## src/rtl/csa_pkg.sv

```systemverilog
// Shared types and elaboration helpers for the pipelined carry-skip adder.
package csa_pkg;

  typedef struct packed {
    logic vld;
    logic cy;
  } stage_ctl_t;

  function automatic int csa_stages(input int width, input int block, input int gps);
    return ((width / block) + gps - 1) / gps;
  endfunction

  function automatic bit csa_params_ok(input int width, input int block, input int gps);
    return (block >= 1) && (gps >= 1) && (width >= block) && ((width % block) == 0);
  endfunction

endpackage

```

## src/rtl/carry_skip_adder_pipe_if.sv

```systemverilog
// Operand/result valid-ready bundle for carry_skip_adder_pipe.
// The sub signal exists only when CSA_SUB_EN is defined.
interface carry_skip_adder_pipe_if #(
  parameter int WIDTH = 32
);
  logic             in_valid;
  logic             in_ready;
  logic [WIDTH-1:0] a;
  logic [WIDTH-1:0] b;
  logic             cin;
`ifdef CSA_SUB_EN
  logic             sub;
`endif
  logic             out_valid;
  logic             out_ready;
  logic [WIDTH-1:0] sum;
  logic             cout;
  logic             ovf;

`ifdef CSA_SUB_EN
  modport master (output in_valid, a, b, cin, sub, out_ready,
                  input  in_ready, out_valid, sum, cout, ovf);
  modport slave  (input  in_valid, a, b, cin, sub, out_ready,
                  output in_ready, out_valid, sum, cout, ovf);
`else
  modport master (output in_valid, a, b, cin, out_ready,
                  input  in_ready, out_valid, sum, cout, ovf);
  modport slave  (input  in_valid, a, b, cin, out_ready,
                  output in_ready, out_valid, sum, cout, ovf);
`endif
endinterface

```

## src/rtl/carry_skip_group.sv

```systemverilog
// One BLOCK-bit ripple group with a propagate-driven bypass of its carry.
module carry_skip_group #(
  parameter int BLOCK = 4
) (
  input  logic [BLOCK-1:0] a,
  input  logic [BLOCK-1:0] b,
  input  logic             ci,
  output logic [BLOCK-1:0] s,
  output logic             co
);
  logic [BLOCK-1:0] p;
  logic [BLOCK:0]   c;

  assign p    = a ^ b;
  assign c[0] = ci;

  for (genvar i = 0; i < BLOCK; i++) begin : g_bit
    assign c[i+1] = (a[i] & b[i]) | (p[i] & c[i]);
  end

  assign s  = p ^ c[BLOCK-1:0];
  // A fully propagating group passes ci straight through, cutting the ripple off the chain.
  assign co = (&p) ? ci : c[BLOCK];
endmodule

```

## src/rtl/carry_skip_adder_pipe.sv

```systemverilog
// Pipelined carry-skip adder: GPS skip groups per stage, global-stall valid/ready pipe.
// Define CSA_SUB_EN to add the sub port (a - b with cin forced to 1).
module carry_skip_adder_pipe
  import csa_pkg::*;
#(
  parameter int WIDTH = 32,
  parameter int BLOCK = 4,
  parameter int GPS   = 2
) (
  input logic                     clk,
  input logic                     rst,
  carry_skip_adder_pipe_if.slave  bus
);
  localparam int S = csa_stages(WIDTH, BLOCK, GPS);

  if (!csa_params_ok(WIDTH, BLOCK, GPS)) begin : g_bad_params
    $error("carry_skip_adder_pipe: WIDTH must be a multiple of BLOCK and GPS must be >= 1");
  end

  logic             advance;
  logic [WIDTH-1:0] b_eff;
  logic             c_eff;

  assign advance      = !bus.out_valid || bus.out_ready;
  assign bus.in_ready = advance;

`ifdef CSA_SUB_EN
  assign b_eff = bus.sub ? ~bus.b : bus.b;
  assign c_eff = bus.sub | bus.cin;
`else
  assign b_eff = bus.b;
  assign c_eff = bus.cin;
`endif

  // Each stage keeps finished sum bits below HI and only the operand bits above it.
  for (genvar k = 0; k < S; k++) begin : g_stg
    localparam int LO = k * GPS * BLOCK;
    localparam int HI = (k == S - 1) ? WIDTH : (k + 1) * GPS * BLOCK;
    localparam int NG = (HI - LO) / BLOCK;

    logic [WIDTH-1:LO] src_a;
    logic [WIDTH-1:LO] src_b;
    logic              src_v;
    logic [HI-1:LO]    gs;
    logic [NG:0]       gc;
    logic [HI-1:0]     sum_d;
    stage_ctl_t        ctl_q;
    logic [HI-1:0]     sum_q;

    if (k == 0) begin : g_head
      assign src_a = bus.a;
      assign src_b = b_eff;
      assign src_v = bus.in_valid;
      assign gc[0] = c_eff;
      assign sum_d = gs;
    end else begin : g_body
      assign src_a = g_stg[k-1].g_ops.opa_q;
      assign src_b = g_stg[k-1].g_ops.opb_q;
      assign src_v = g_stg[k-1].ctl_q.vld;
      assign gc[0] = g_stg[k-1].ctl_q.cy;
      assign sum_d = {gs, g_stg[k-1].sum_q};
    end

    for (genvar g = 0; g < NG; g++) begin : g_grp
      carry_skip_group #(.BLOCK(BLOCK)) u_grp (
        .a  (src_a[LO + g*BLOCK +: BLOCK]),
        .b  (src_b[LO + g*BLOCK +: BLOCK]),
        .ci (gc[g]),
        .s  (gs[LO + g*BLOCK +: BLOCK]),
        .co (gc[g+1])
      );
    end

    always_ff @(posedge clk) begin
      if (rst) begin
        ctl_q <= '0;
        sum_q <= '0;
      end else if (advance) begin
        ctl_q <= '{vld: src_v, cy: gc[NG]};
        sum_q <= sum_d;
      end
    end

    if (k < S - 1) begin : g_ops
      logic [WIDTH-1:HI] opa_q;
      logic [WIDTH-1:HI] opb_q;

      always_ff @(posedge clk) begin
        if (rst) begin
          opa_q <= '0;
          opb_q <= '0;
        end else if (advance) begin
          opa_q <= src_a[WIDTH-1:HI];
          opb_q <= src_b[WIDTH-1:HI];
        end
      end
    end else begin : g_tail
      logic c_msb;
      logic ovf_q;

      // Carry into the MSB recovered from its sum bit and operand bits.
      assign c_msb = src_a[WIDTH-1] ^ src_b[WIDTH-1] ^ gs[WIDTH-1];

      always_ff @(posedge clk) begin
        if (rst) begin
          ovf_q <= 1'b0;
        end else if (advance) begin
          ovf_q <= c_msb ^ gc[NG];
        end
      end
    end
  end

  assign bus.out_valid = g_stg[S-1].ctl_q.vld;
  assign bus.sum       = g_stg[S-1].sum_q;
  assign bus.cout      = g_stg[S-1].ctl_q.cy;
  assign bus.ovf       = g_stg[S-1].g_tail.ovf_q;
endmodule

```

## src/flat_wrapper.sv

```systemverilog
// flat-port wrapper written by rule: the top's interface ports become plain ports
module carry_skip_adder_pipe_flat import csa_pkg::*;
#(
  parameter int WIDTH = 32,
  parameter int BLOCK = 4,
  parameter int GPS   = 2
)
  (clk, rst, bus_in_valid, bus_a, bus_b, bus_cin, bus_out_ready, bus_in_ready, bus_out_valid, bus_sum, bus_cout, bus_ovf);
  carry_skip_adder_pipe_if #(.WIDTH(WIDTH)) bus_i ();
  input logic clk;
  input logic rst;
  input wire logic [$bits(bus_i.in_valid)-1:0] bus_in_valid;
  input wire logic [$bits(bus_i.a)-1:0] bus_a;
  input wire logic [$bits(bus_i.b)-1:0] bus_b;
  input wire logic [$bits(bus_i.cin)-1:0] bus_cin;
  input wire logic [$bits(bus_i.out_ready)-1:0] bus_out_ready;
  output wire logic [$bits(bus_i.in_ready)-1:0] bus_in_ready;
  output wire logic [$bits(bus_i.out_valid)-1:0] bus_out_valid;
  output wire logic [$bits(bus_i.sum)-1:0] bus_sum;
  output wire logic [$bits(bus_i.cout)-1:0] bus_cout;
  output wire logic [$bits(bus_i.ovf)-1:0] bus_ovf;
  assign bus_i.in_valid = bus_in_valid;
  assign bus_i.a = bus_a;
  assign bus_i.b = bus_b;
  assign bus_i.cin = bus_cin;
  assign bus_i.out_ready = bus_out_ready;
  assign bus_in_ready = bus_i.in_ready;
  assign bus_out_valid = bus_i.out_valid;
  assign bus_sum = bus_i.sum;
  assign bus_cout = bus_i.cout;
  assign bus_ovf = bus_i.ovf;
  carry_skip_adder_pipe #(.WIDTH(WIDTH), .BLOCK(BLOCK), .GPS(GPS)) u_core (.clk(clk), .rst(rst), .bus(bus_i));
endmodule
```

## config.mk

```make
export PLATFORM = sky130hd
export DESIGN_NAME = carry_skip_adder_pipe_flat
export DESIGN_NICKNAME = d
export VERILOG_FILES = /design/src/rtl/csa_pkg.sv /design/src/rtl/carry_skip_adder_pipe_if.sv /design/src/rtl/carry_skip_group.sv /design/src/rtl/carry_skip_adder_pipe.sv /design/src/flat_wrapper.sv
export SDC_FILE = /design/constraint.sdc
export NUM_CORES = 1
export LEC_CHECK = 0
export BUFFER_PORTS_ARGS = -buffer_cell sky130_fd_sc_hd__buf_2
export CORE_UTILIZATION = 57
export CTS_CLUSTER_SIZE = 20
export DETAILED_ROUTE_END_ITERATION = 10
export PLACE_DENSITY = 0.84
export SLEW_MARGIN = 20
export SYNTH_ARGS = -nofsm -noshare
export SYNTH_HDL_FRONTEND = slang
export SYNTH_SLANG_ARGS = --single-unit
```

## constraint.sdc

```tcl
create_clock -name clk -period 5.7 [get_ports clk]
set_clock_uncertainty 0.15 [all_clocks]
set_input_delay 0.57 -clock clk [delete_from_list [all_inputs] [get_ports clk]]
set_output_delay 0.57 -clock clk [all_outputs]
set_load 0.005 [all_outputs]
```

==> results.toml, run 1 <==
[setup_path]
cp.arrival_ns = 5.43
worstSetupPathType = "flip-flop to flip-flop"
max_stage_delay_ns = 0.50
cp-start-kind = "flip-flop"
crit_chain = "inv_1, fa_1, inv_1, fa_1, fa_1, fa_1, mux2_2, fa_1, fa_1, fa_1, inv_1, fa_1, xor2_1, or4b_4, o211ai_2, nor4_2"
crit_top_cell = "fa_1"
path_max_fanout = 4
cp-end-kind = "flip-flop"
crit_required_ns = 5.83
crit_slowest_cell = "or4b_4"

[yosys]
ys.flop_type = "dfxtp_1"
syn-cell-area_um2 = 7680
synthesis.nets = 1041
ys_top_cells_by_area = "dfxtp_1 (48%), nand2_1 (17%), a21oi_1 (11%)"
synth_seq_cells = 185
yosys.area.top_type = "dfxtp_1"
synth_cells = 908
synth_async_sr_flop_share = 0
synth_top_cells_by_count = "nand2_1 (350), dfxtp_1 (185), a21oi_1 (175)"
ys_types = 24
synth_edf_count = 0
ys_warn_count = 0
synth.most_common_cell = "nand2_1"
yosysSeqAreaShare = 0.482
netlist.area_leader.share = 0.482
syn_area_per_cell_um2 = 8.46

[power_and_ir_drop]
switching_share = 0.233
p_switching_uw = 649
power_frac_clock = 0.419
peakVddDrop_mv = 0.178
power.density_nw_per_um2 = 319
power_mw = 2.79
p_int_mw = 2.14
seqPwrFrac = 0.507
pwr-share-comb = 0.075
p_leak_nw = 3.78

[die]
dieArea_um2 = 13900
initial_utilization = 0.582
rows = 42
pin_count = 105
die_w_um = 118
die_h_um = 118
core_area_um2 = 13200

[cells_and_area]
antenna_cells = 0
nets = 1106
final_util = 0.662
fin_area_um2 = 8730
area_growth_pct = 13.6
n_fill_cell = 1079
drive_above_1_share = 0.149

[timing]
slew_headroom = 0.296
setup_viol = 0
finalHoldViolCount = 0
min_period_ns = 5.31
fin_tns_setup_ns = 0
whs_ns = 0.230
layout_worst_path_cycle_share = 0.931
tightest_slew_ns = 1.06
timing.fmax_ghz = 0.188
rsz0062_at_grt = "no"
drv_slew = 0

[drt]
firstDrtPassIters = 5
wl_um = 15100
drc = 0
final_antenna_net_count = 0
first_iter_violations = 483
vias_per_cell = 5.09
via_count = 5917
wl_per_cell_um = 13.0

[clock_tree]
cts_hold_buf = 0
post_cts_resized = 0
numCtsBuffers = 17
cts-root-buf = "clkbuf_16"
cts.sinks = 185
clkTransAtPathRegs_ns = 0.07
h-tree-depth = 4
clock_latency_ns = 0.43
cts_setup_buffers = 0
clockBufferDepth = 2
tritoncts = "done"

[global_routing]
grt_pass1_wl_um = 25800
track_usage = 0.228
grt_pass1_vias = 5474
grt_max_degree = 157
overflow = 0
antenna_found_initial = 0

[status]
status = "completed"

[worst_hold_path]
hp-class = "input port to flip-flop"

[place]
placed_cell_area_um2 = 8140
globalplace.congestion = 0.767
post-dp-hpwl_um = 9410
io_buffers = 104

[job]
cap_violations = 0
==> power groups by stage <==
stage | logic, mW | registers (mW) | clock network, mW
floorplan | 0.137 | 1.43 | 0
global placement | 0.198 | 1.44 | 0
detailed placement | 0.205 | 1.44 | 0
CTS | 0.209 | 1.41 | 1.18
global route | 0.241 | 1.42 | 1.24
finish | 0.208 | 1.41 | 1.17
==> area by class of cell <==
class | instances | area (µm²) | share of cell area
multi-input combinational | 632 | 3540 | 0.406
inverter | 29 | 114 | 0.0130
timing repair buffer | 108 | 557 | 0.0638
clock buffer | 22 | 474 | 0.0543
sequential | 185 | 3700 | 0.424
clock inverter | 10 | 118 | 0.0135
tap | 176 | 220 | 0.0252
==> final timing paths <==
check                           start  slack [ns]  depth (start not counted)                         endpoint
max          u_core.g_stg[2].ctl_q[0]        0.39                         16                   u_core.bus.ovf
min                         bus_b[20]        0.23                          3  u_core.g_stg[0].g_ops.opb_q[20]
max reg2reg  u_core.g_stg[2].ctl_q[0]        0.39                         16                   u_core.bus.ovf
min reg2reg        u_core.bus.sum[20]        0.30                          2               u_core.bus.sum[20]
==> worst max-delay path, delay by kind of cell (launching register included) <==
| family | cells | cell delay (ns) |
|---|---|---|
| adder cells (fa/ha/maj) | 8 | 3.28 |
| AND/OR/NAND/NOR | 2 | 0.57 |
| multiplexers | 1 | 0.33 |
| flip-flops | 1 | 0.32 |
| buffers and inverters | 3 | 0.22 |
| XOR/XNOR | 1 | 0.20 |
| AO/OA/AOI/OAI | 1 | 0.08 |
==> cell usage in the layout, fill, tap and decap left out, types with 2 or more instances in the layout <==
cell type,instances
a211oi_1,8
mux2_2,4
nand4_1,9
nand2_1,350
buf_2,103
clkinvlp_4,4
nor2_1,11
o211ai_1,4
buf_4,4
clkinv_2,2
fa_1,32
ha_1,32
clkbuf_16,17
inv_6,2
dfxtp_1,185
inv_1,28
bufinv_16,2
clkbuf_8,3
a21oi_1,175
clkbuf_1,2
==> metrics by stage <==
stage	cells	setup slack, ns
global placement	1130	0.513
CTS	1162	0.370
global route	1162	0.151
finish	1162	0.393
detailed placement	1130	0.395
floorplan	908	0.635
==> per-layer routing <==
| metal | GRT usage | share of wire | routed length, µm | vias up |
|---|---|---|---|---|
| li1 | - | - | - | 3042 |
| met1 | 0.330 | 0.50 | 7570 | 2731 |
| met3 | 0.0480 | 0.040 | 610 | 20 |
| met5 | 0 | 0 | 0 | - |
| met4 | 0.0825 | 0.015 | 223 | 0 |
| met2 | 0.336 | 0.44 | 6730 | 124 |
==> cell families after synthesis <==
family                   count (synthesis)  synth area share
AO/OA/AOI/OAI                          188             0.127
buffers and inverters                   91            0.0577
flip-flops                             185             0.482
adder cells (fa/ha/maj)                 64             0.136
XOR/XNOR                                 1           0.00114
AND/OR/NAND/NOR                        375             0.190
multiplexers                             4           0.00586
==> flip-flops by register name, indices dropped and copies added, names as in the netlist <==
| register | flops |
|---|---|
| u_core.bus.sum | 32 |
| u_core.bus.cout | 1 |
| u_core.g_stg.ctl_q | 3 |
| u_core.g_stg.sum_q | 48 |
| u_core.g_stg.g_ops.opb_q | 48 |
| u_core.g_stg.g_ops.opa_q | 48 |
| u_core.g_stg.src_v | 3 |
| u_core.bus.out_valid | 1 |
| u_core.bus.ovf | 1 |
No activity file was read; power rests on OpenSTA's default activity.
==> run 2: changes to the inputs <==
--- a/config.mk
+++ b/config.mk
@@ -6,10 +6,10 @@
 export NUM_CORES = 1
 export LEC_CHECK = 0
 export BUFFER_PORTS_ARGS = -buffer_cell sky130_fd_sc_hd__buf_2
-export CORE_UTILIZATION = 57
+export CORE_UTILIZATION = 52
 export CTS_CLUSTER_SIZE = 20
 export DETAILED_ROUTE_END_ITERATION = 10
-export PLACE_DENSITY = 0.84
+export PLACE_DENSITY = 0.81
 export SLEW_MARGIN = 20
 export SYNTH_ARGS = -nofsm -noshare
 export SYNTH_HDL_FRONTEND = slang
==> constraint.sdc (replaced) <==
create_clock -name clk -period 4.3 [get_ports clk]
set_clock_uncertainty 0.15 [all_clocks]
set_input_delay 0.43 -clock clk [delete_from_list [all_inputs] [get_ports clk]]
set_output_delay 0.43 -clock clk [all_outputs]
set_load 0.005 [all_outputs]
==> run 2 against run 1 <==
Net effect: the run now ends with setup timing left; combinational power grew 42%; maximum frequency up 16%; non-clock buffer count increased by 15; final cell count up 2.0%.
==> results.toml, run 2 (synthesized netlist as in run 1, its figures left out) <==
[cells_and_area]
fin_area_um2 = 8910
final_common_cell = "nand2_1"
regArea_um2 = 3700
drive_above_1_share = 0.190
largestRegisters = "u_core.g_stg.g_ops.opa_q (48), u_core.g_stg.g_ops.opb_q (48), u_core.g_stg.sum_q (48)"
antenna_cells = 0
area_growth_pct = 16.1
n_fill_cell = 1266
final_cell_mix = "nand2_1 (350), dfxtp_1 (184), a21oi_1 (175)"
nets = 1121
multiInputGateArea_um2 = 3610

[die]
core_area_um2 = 14500
pin_count = 105
initial_utilization = 0.530
die_h_um = 124
rows = 44
dieArea_um2 = 15300
die_w_um = 124

[clock_tree]
clock_latency_ns = 0.43
cts-root-buf = "clkbuf_16"
h-tree-depth = 4
clockBufferDepth = 2
cts_hold_buf = 0
tritoncts = "done"
clkTransAtPathRegs_ns = 0.07
numCtsBuffers = 17
cts.sinks = 185

[setup_path]
cp-start-kind = "flip-flop"
r2r_start = "u_core.g_stg[2].ctl_q[0]"
reg2regPathDepth = 16
cp.arrival_ns = 4.70
ff2ff_setup_slack_ns = -0.27
path_max_fanout = 2
cp-end-kind = "flip-flop"
crit_required_ns = 4.44
rr_endpoint = "u_core.bus.ovf"
worstSetupPathType = "flip-flop to flip-flop"

[global_routing]
antenna_found_initial = 0
grt_max_degree = 165
track_usage = 0.212
grt_pass1_wl_um = 25100
overflow = 0
grt_pass1_vias = 5279

[worst_hold_path]
holdPathStages = 3
hold_path_end = "u_core.g_stg[0].g_ops.opa_q[12]"
hp-class = "input port to flip-flop"
min-delay-start = "bus_a[12]"

[timing]
timing.fmax_ghz = 0.219
slew_headroom = 0.390
drv_slew = 0
setup_viol = 1
tightest_slew_ns = 0.916
layout_worst_path_cycle_share = 1.06
min_period_ns = 4.57
finalHoldViolCount = 0
fin_tns_setup_ns = -0.269
final.setup.worst_slack_ns = -0.269
rsz0062_at_grt = "yes"

[drt]
final_antenna_net_count = 0
drc = 0
via_count = 5979
vias_per_cell = 5.05
firstDrtPassIters = 4
first_iter_violations = 436
wl_um = 15300
wl_per_cell_um = 12.9

[job]
cap_violations = 0

[power_and_ir_drop]
peakVddDrop_mv = 0.244
p_leak_nw = 3.85
power_mw = 3.69
power.density_nw_per_um2 = 414

[status]
violations = "setup timing"
status = "finished, violations left"

[place]
post-dp-hpwl_um = 9830
io_buffers = 104
globalplace.congestion = 0.809
placed_cell_area_um2 = 8290
==> run 2: cell count changes in the layout (fill, tap and decap cells not counted), sizes merged <==
cell      change
clkinv        +3
buf          +15
clkbuf        -4
inv           +2
clkinvlp      -1
==> run 2: worst max-delay path by stage <==
stage | startpoint | endpoint | slack (ns) | depth (start not counted)
floorplan | u_core.g_stg[2].g_ops.opa_q[24] | u_core.bus.ovf | -0.17 | 16
global placement | u_core.g_stg[2].g_ops.opa_q[24] | u_core.bus.ovf | -0.21 | 16
detailed placement | u_core.g_stg[2].g_ops.opa_q[24] | u_core.bus.ovf | -0.28 | 16
CTS | u_core.g_stg[2].ctl_q[0] | u_core.bus.ovf | -0.27 | 16
global route | u_core.g_stg[2].ctl_q[0] | u_core.bus.ovf | -0.38 | 16
finish | u_core.g_stg[2].ctl_q[0] | u_core.bus.ovf | -0.27 | 16
==> run 2: per-stage QoR <==
step | cells | setup slack (ns) | hold WS, ns | utilization
finish | 1185 | -0.269 | 0.0880 | 0.616
global route | 1185 | -0.379 | 0.0885 | 0.616
CTS | 1185 | -0.271 | 0.0760 | 0.614
detailed placement | 1153 | -0.281 | 0.292 | 0.573
global placement | 1153 | -0.207 | 0.286 | 0.573
floorplan | 908 | -0.172 | 0.282 | -
==> run 2: layout make-up <==
| cell class | instances | area share |
|---|---|---|
| clock buffer | 18 | 0.0493 |
| clock inverter | 14 | 0.0164 |
| inverter | 29 | 0.0131 |
| multi-input combinational | 632 | 0.405 |
| sequential | 185 | 0.416 |
| tap | 184 | 0.0258 |
| timing repair buffer | 123 | 0.0751 |
==> run 2: critical path, stage by stage (launching register included) <==
cell and delay (ns):
dfxtp_2 0.32, inv_2 0.05, fa_2 0.20, inv_2 0.04, fa_2 0.34, fa_2 0.35, fa_2 0.33, mux2_4 0.28
fa_2 0.34, fa_2 0.35, fa_2 0.34, inv_2 0.06, fa_2 0.46, xor2_2 0.19, or4b_4 0.48, o211ai_2 0.08
nor4_2 0.06
==> run 2: per-layer routing <==
metal  vias up  GRT usage  routed length [µm]
met5         -          0                   0
met1      2764      0.310                7580
li1       3063          -                   -
met4         0     0.0738                 256
met3        24     0.0484                 671
met2       128      0.305                6770
==> run 2: power breakdown <==
part | total, mW | switching, mW | internal [mW] | leakage (nW)
clock network | 1.53 | 0.655 | 0.873 | 0.283
registers | 1.87 | 0.0589 | 1.81 | 1.52
logic | 0.295 | 0.163 | 0.132 | 2.04
==> run 2: what timing repair did <==
item	in CTS	in global routing
endpoints found under the setup margin	5	5
gates resized for setup	9	7
setup buffers	0	0
==> run 3: changes to the inputs <==
--- a/config.mk
+++ b/config.mk
@@ -9,6 +9,7 @@
 export CORE_UTILIZATION = 52
 export CTS_CLUSTER_SIZE = 20
 export DETAILED_ROUTE_END_ITERATION = 10
+export HOLD_SLACK_MARGIN = 0.1
 export PLACE_DENSITY = 0.81
 export SLEW_MARGIN = 20
 export SYNTH_ARGS = -nofsm -noshare
==> run 3 against run 2 <==
Net effect: the run still ends with setup timing left; core utilization is 2.8 points higher; flip-flop and latch count stayed put; non-clock buffer count is 40 higher; power is 0.88% higher; count of clock-buffer cells in the layout stayed put; via count is 3.0% higher; largest cell class unchanged; critical path depth stayed put; combinational power is 11% higher; critical endpoint unchanged; cell area is 4.5% higher; first-iteration DRC count is 1.6% higher.
==> results.toml, run 3 (synthesized netlist as in run 1, its figures left out) <==
[status]
status = "finished, violations left"
violations = "setup timing"

[place]
post-dp-hpwl_um = 9830
globalplace.congestion = 0.809
preCtsSetupSlack_ns = -0.281
io_buffers = 104

[cells_and_area]
largestRegisters = "u_core.g_stg.g_ops.opa_q (48), u_core.g_stg.g_ops.opb_q (48), u_core.g_stg.sum_q (48)"
antenna_cells = 0
drive_above_1_share = 0.183
nets = 1161
area_growth_pct = 21.3
final_common_cell = "nand2_1"
final_cell_mix = "nand2_1 (350), dfxtp_1 (184), a21oi_1 (175)"
n_fill_cell = 1192

[drt]
drc = 0
final_antenna_net_count = 0
firstDrtPassIters = 5
wl_um = 16000
vias_per_cell = 5.03
first_iter_violations = 443
wl_per_cell_um = 13.0
via_count = 6156

[global_routing]
met2_usage = 0.333
overflow = 0
grt_pass1_vias = 5550
track_usage = 0.221
gr-usage-met1 = 0.311
grt_pass1_wl_um = 26100
grt-busiest-layer = "met2"
grt_use_met3 = 0.0498
grt_max_degree = 165
antenna_found_initial = 0

[timing]
setup_viol = 1
drv_slew = 0
final.setup.worst_slack_ns = -0.272
finalHoldViolCount = 0
slew_headroom = 0.389
layout_worst_path_cycle_share = 1.06
tightest_slew_ns = 0.916
rsz0062_at_grt = "yes"
min_period_ns = 4.57
timing.fmax_ghz = 0.219

[die]
core_area_um2 = 14500
dieArea_um2 = 15300
pin_count = 105
rows = 44
die_w_um = 124
die_h_um = 124
initial_utilization = 0.530

[power_and_ir_drop]
p_int_mw = 2.84
peakVddDrop_mv = 0.250
pwr-share-comb = 0.087
power.density_nw_per_um2 = 400
p_leak_nw = 4.02
seqPwrFrac = 0.502
power_mw = 3.73
power_frac_clock = 0.411
switching_share = 0.238
p_switching_uw = 885

[clock_tree]
tritoncts = "done"
clkTransAtPathRegs_ns = 0.07
numCtsBuffers = 17
cts-root-buf = "clkbuf_16"
clockBufferDepth = 2
h-tree-depth = 4
clock_latency_ns = 0.43
cts.sinks = 185
cts_setup_buffers = 0

[setup_path]
reg2regPathDepth = 16
max_stage_delay_ns = 0.48
crit_slowest_cell = "or4b_4"
cp-start-kind = "flip-flop"
path_max_fanout = 2
crit_required_ns = 4.44
crit_chain = "inv_2, fa_2, inv_2, fa_2, fa_2, fa_2, mux2_4, fa_2, fa_2, fa_2, inv_2, fa_2, xor2_2, or4b_4, o211ai_2, nor4_2"
cp-end-kind = "flip-flop"
crit_top_cell = "fa_2"
cp.arrival_ns = 4.71
worstSetupPathType = "flip-flop to flip-flop"

[worst_hold_path]
holdPathStages = 3
hp-class = "input port to flip-flop"

[job]
cap_violations = 0
-- run 3: final cells by class --
class | instances | area, µm² | area share
Sequential cell | 185 | 3700 | 0.398
Multi-Input combinational cell | 632 | 3610 | 0.387
Timing Repair Buffer | 163 | 1070 | 0.115
Clock buffer | 18 | 439 | 0.0471
Tap cell | 184 | 230 | 0.0247
Clock inverter | 14 | 146 | 0.0157
Inverter | 29 | 116 | 0.0125
-- run 3: final timing paths --
kind                            startpoint                               to  slack (ns)
setup / recovery  u_core.g_stg[2].ctl_q[0]                   u_core.bus.ovf       -0.27
hold / removal                   bus_a[24]  u_core.g_stg[0].g_ops.opa_q[24]        0.11
setup reg to reg  u_core.g_stg[2].ctl_q[0]                   u_core.bus.ovf       -0.27
hold reg to reg          u_core.bus.sum[0]                u_core.bus.sum[0]        0.30
-- run 3: power groups by stage --
stage	clock, mW	sequential [mW]	combinational [mW]
finish	1.53	1.87	0.326
global placement	0	1.90	0.281
floorplan	0	1.89	0.183
global route	1.63	1.88	0.373
detailed placement	0	1.91	0.290
CTS	1.55	1.87	0.324
-- run 3: worst max-delay path, delay by kind of cell (launching register included) --
kind                       cells  cell delay, ns
xor gates and xnor gates       1            0.19
DFF                            1            0.32
and+or+nand+nor                2            0.54
AOI/OAI and AO/OA              1            0.08
buffers and inverters          3            0.15
muxes                          1            0.28
adders and majority gates      8            2.70
-- run 3: layer usage --
| layer | wire length (µm) | share of wire |
|---|---|---|
| met1 | 7650 | 0.48 |
| met4 | 266 | 0.017 |
| met2 | 7350 | 0.46 |
| met3 | 705 | 0.044 |
| met5 | 0 | 0 |
-- run 3: per-stage QoR --
stage | TNS [ns] | hold WS, ns | area (µm²) | std cells | utilization
after floorplan | -0.172 | 0.282 | 7710 | 908 | -
after global placement | -0.339 | 0.286 | 8290 | 1153 | 0.573
after detailed placement | -0.826 | 0.292 | 8290 | 1153 | 0.573
after CTS | -0.453 | 0.101 | 9300 | 1225 | 0.642
after global routing | -0.594 | 0.107 | 9320 | 1225 | 0.643
final | -0.272 | 0.111 | 9320 | 1225 | 0.643
-- run 3: timing repair --
| action | CTS | global route |
|---|---|---|
| hold buffers | 40 | 0 |
| endpoints found under the hold margin | 40 | 0 |
| setup endpoints to repair | 5 | 5 |
| gates resized for setup | 9 | 7 |
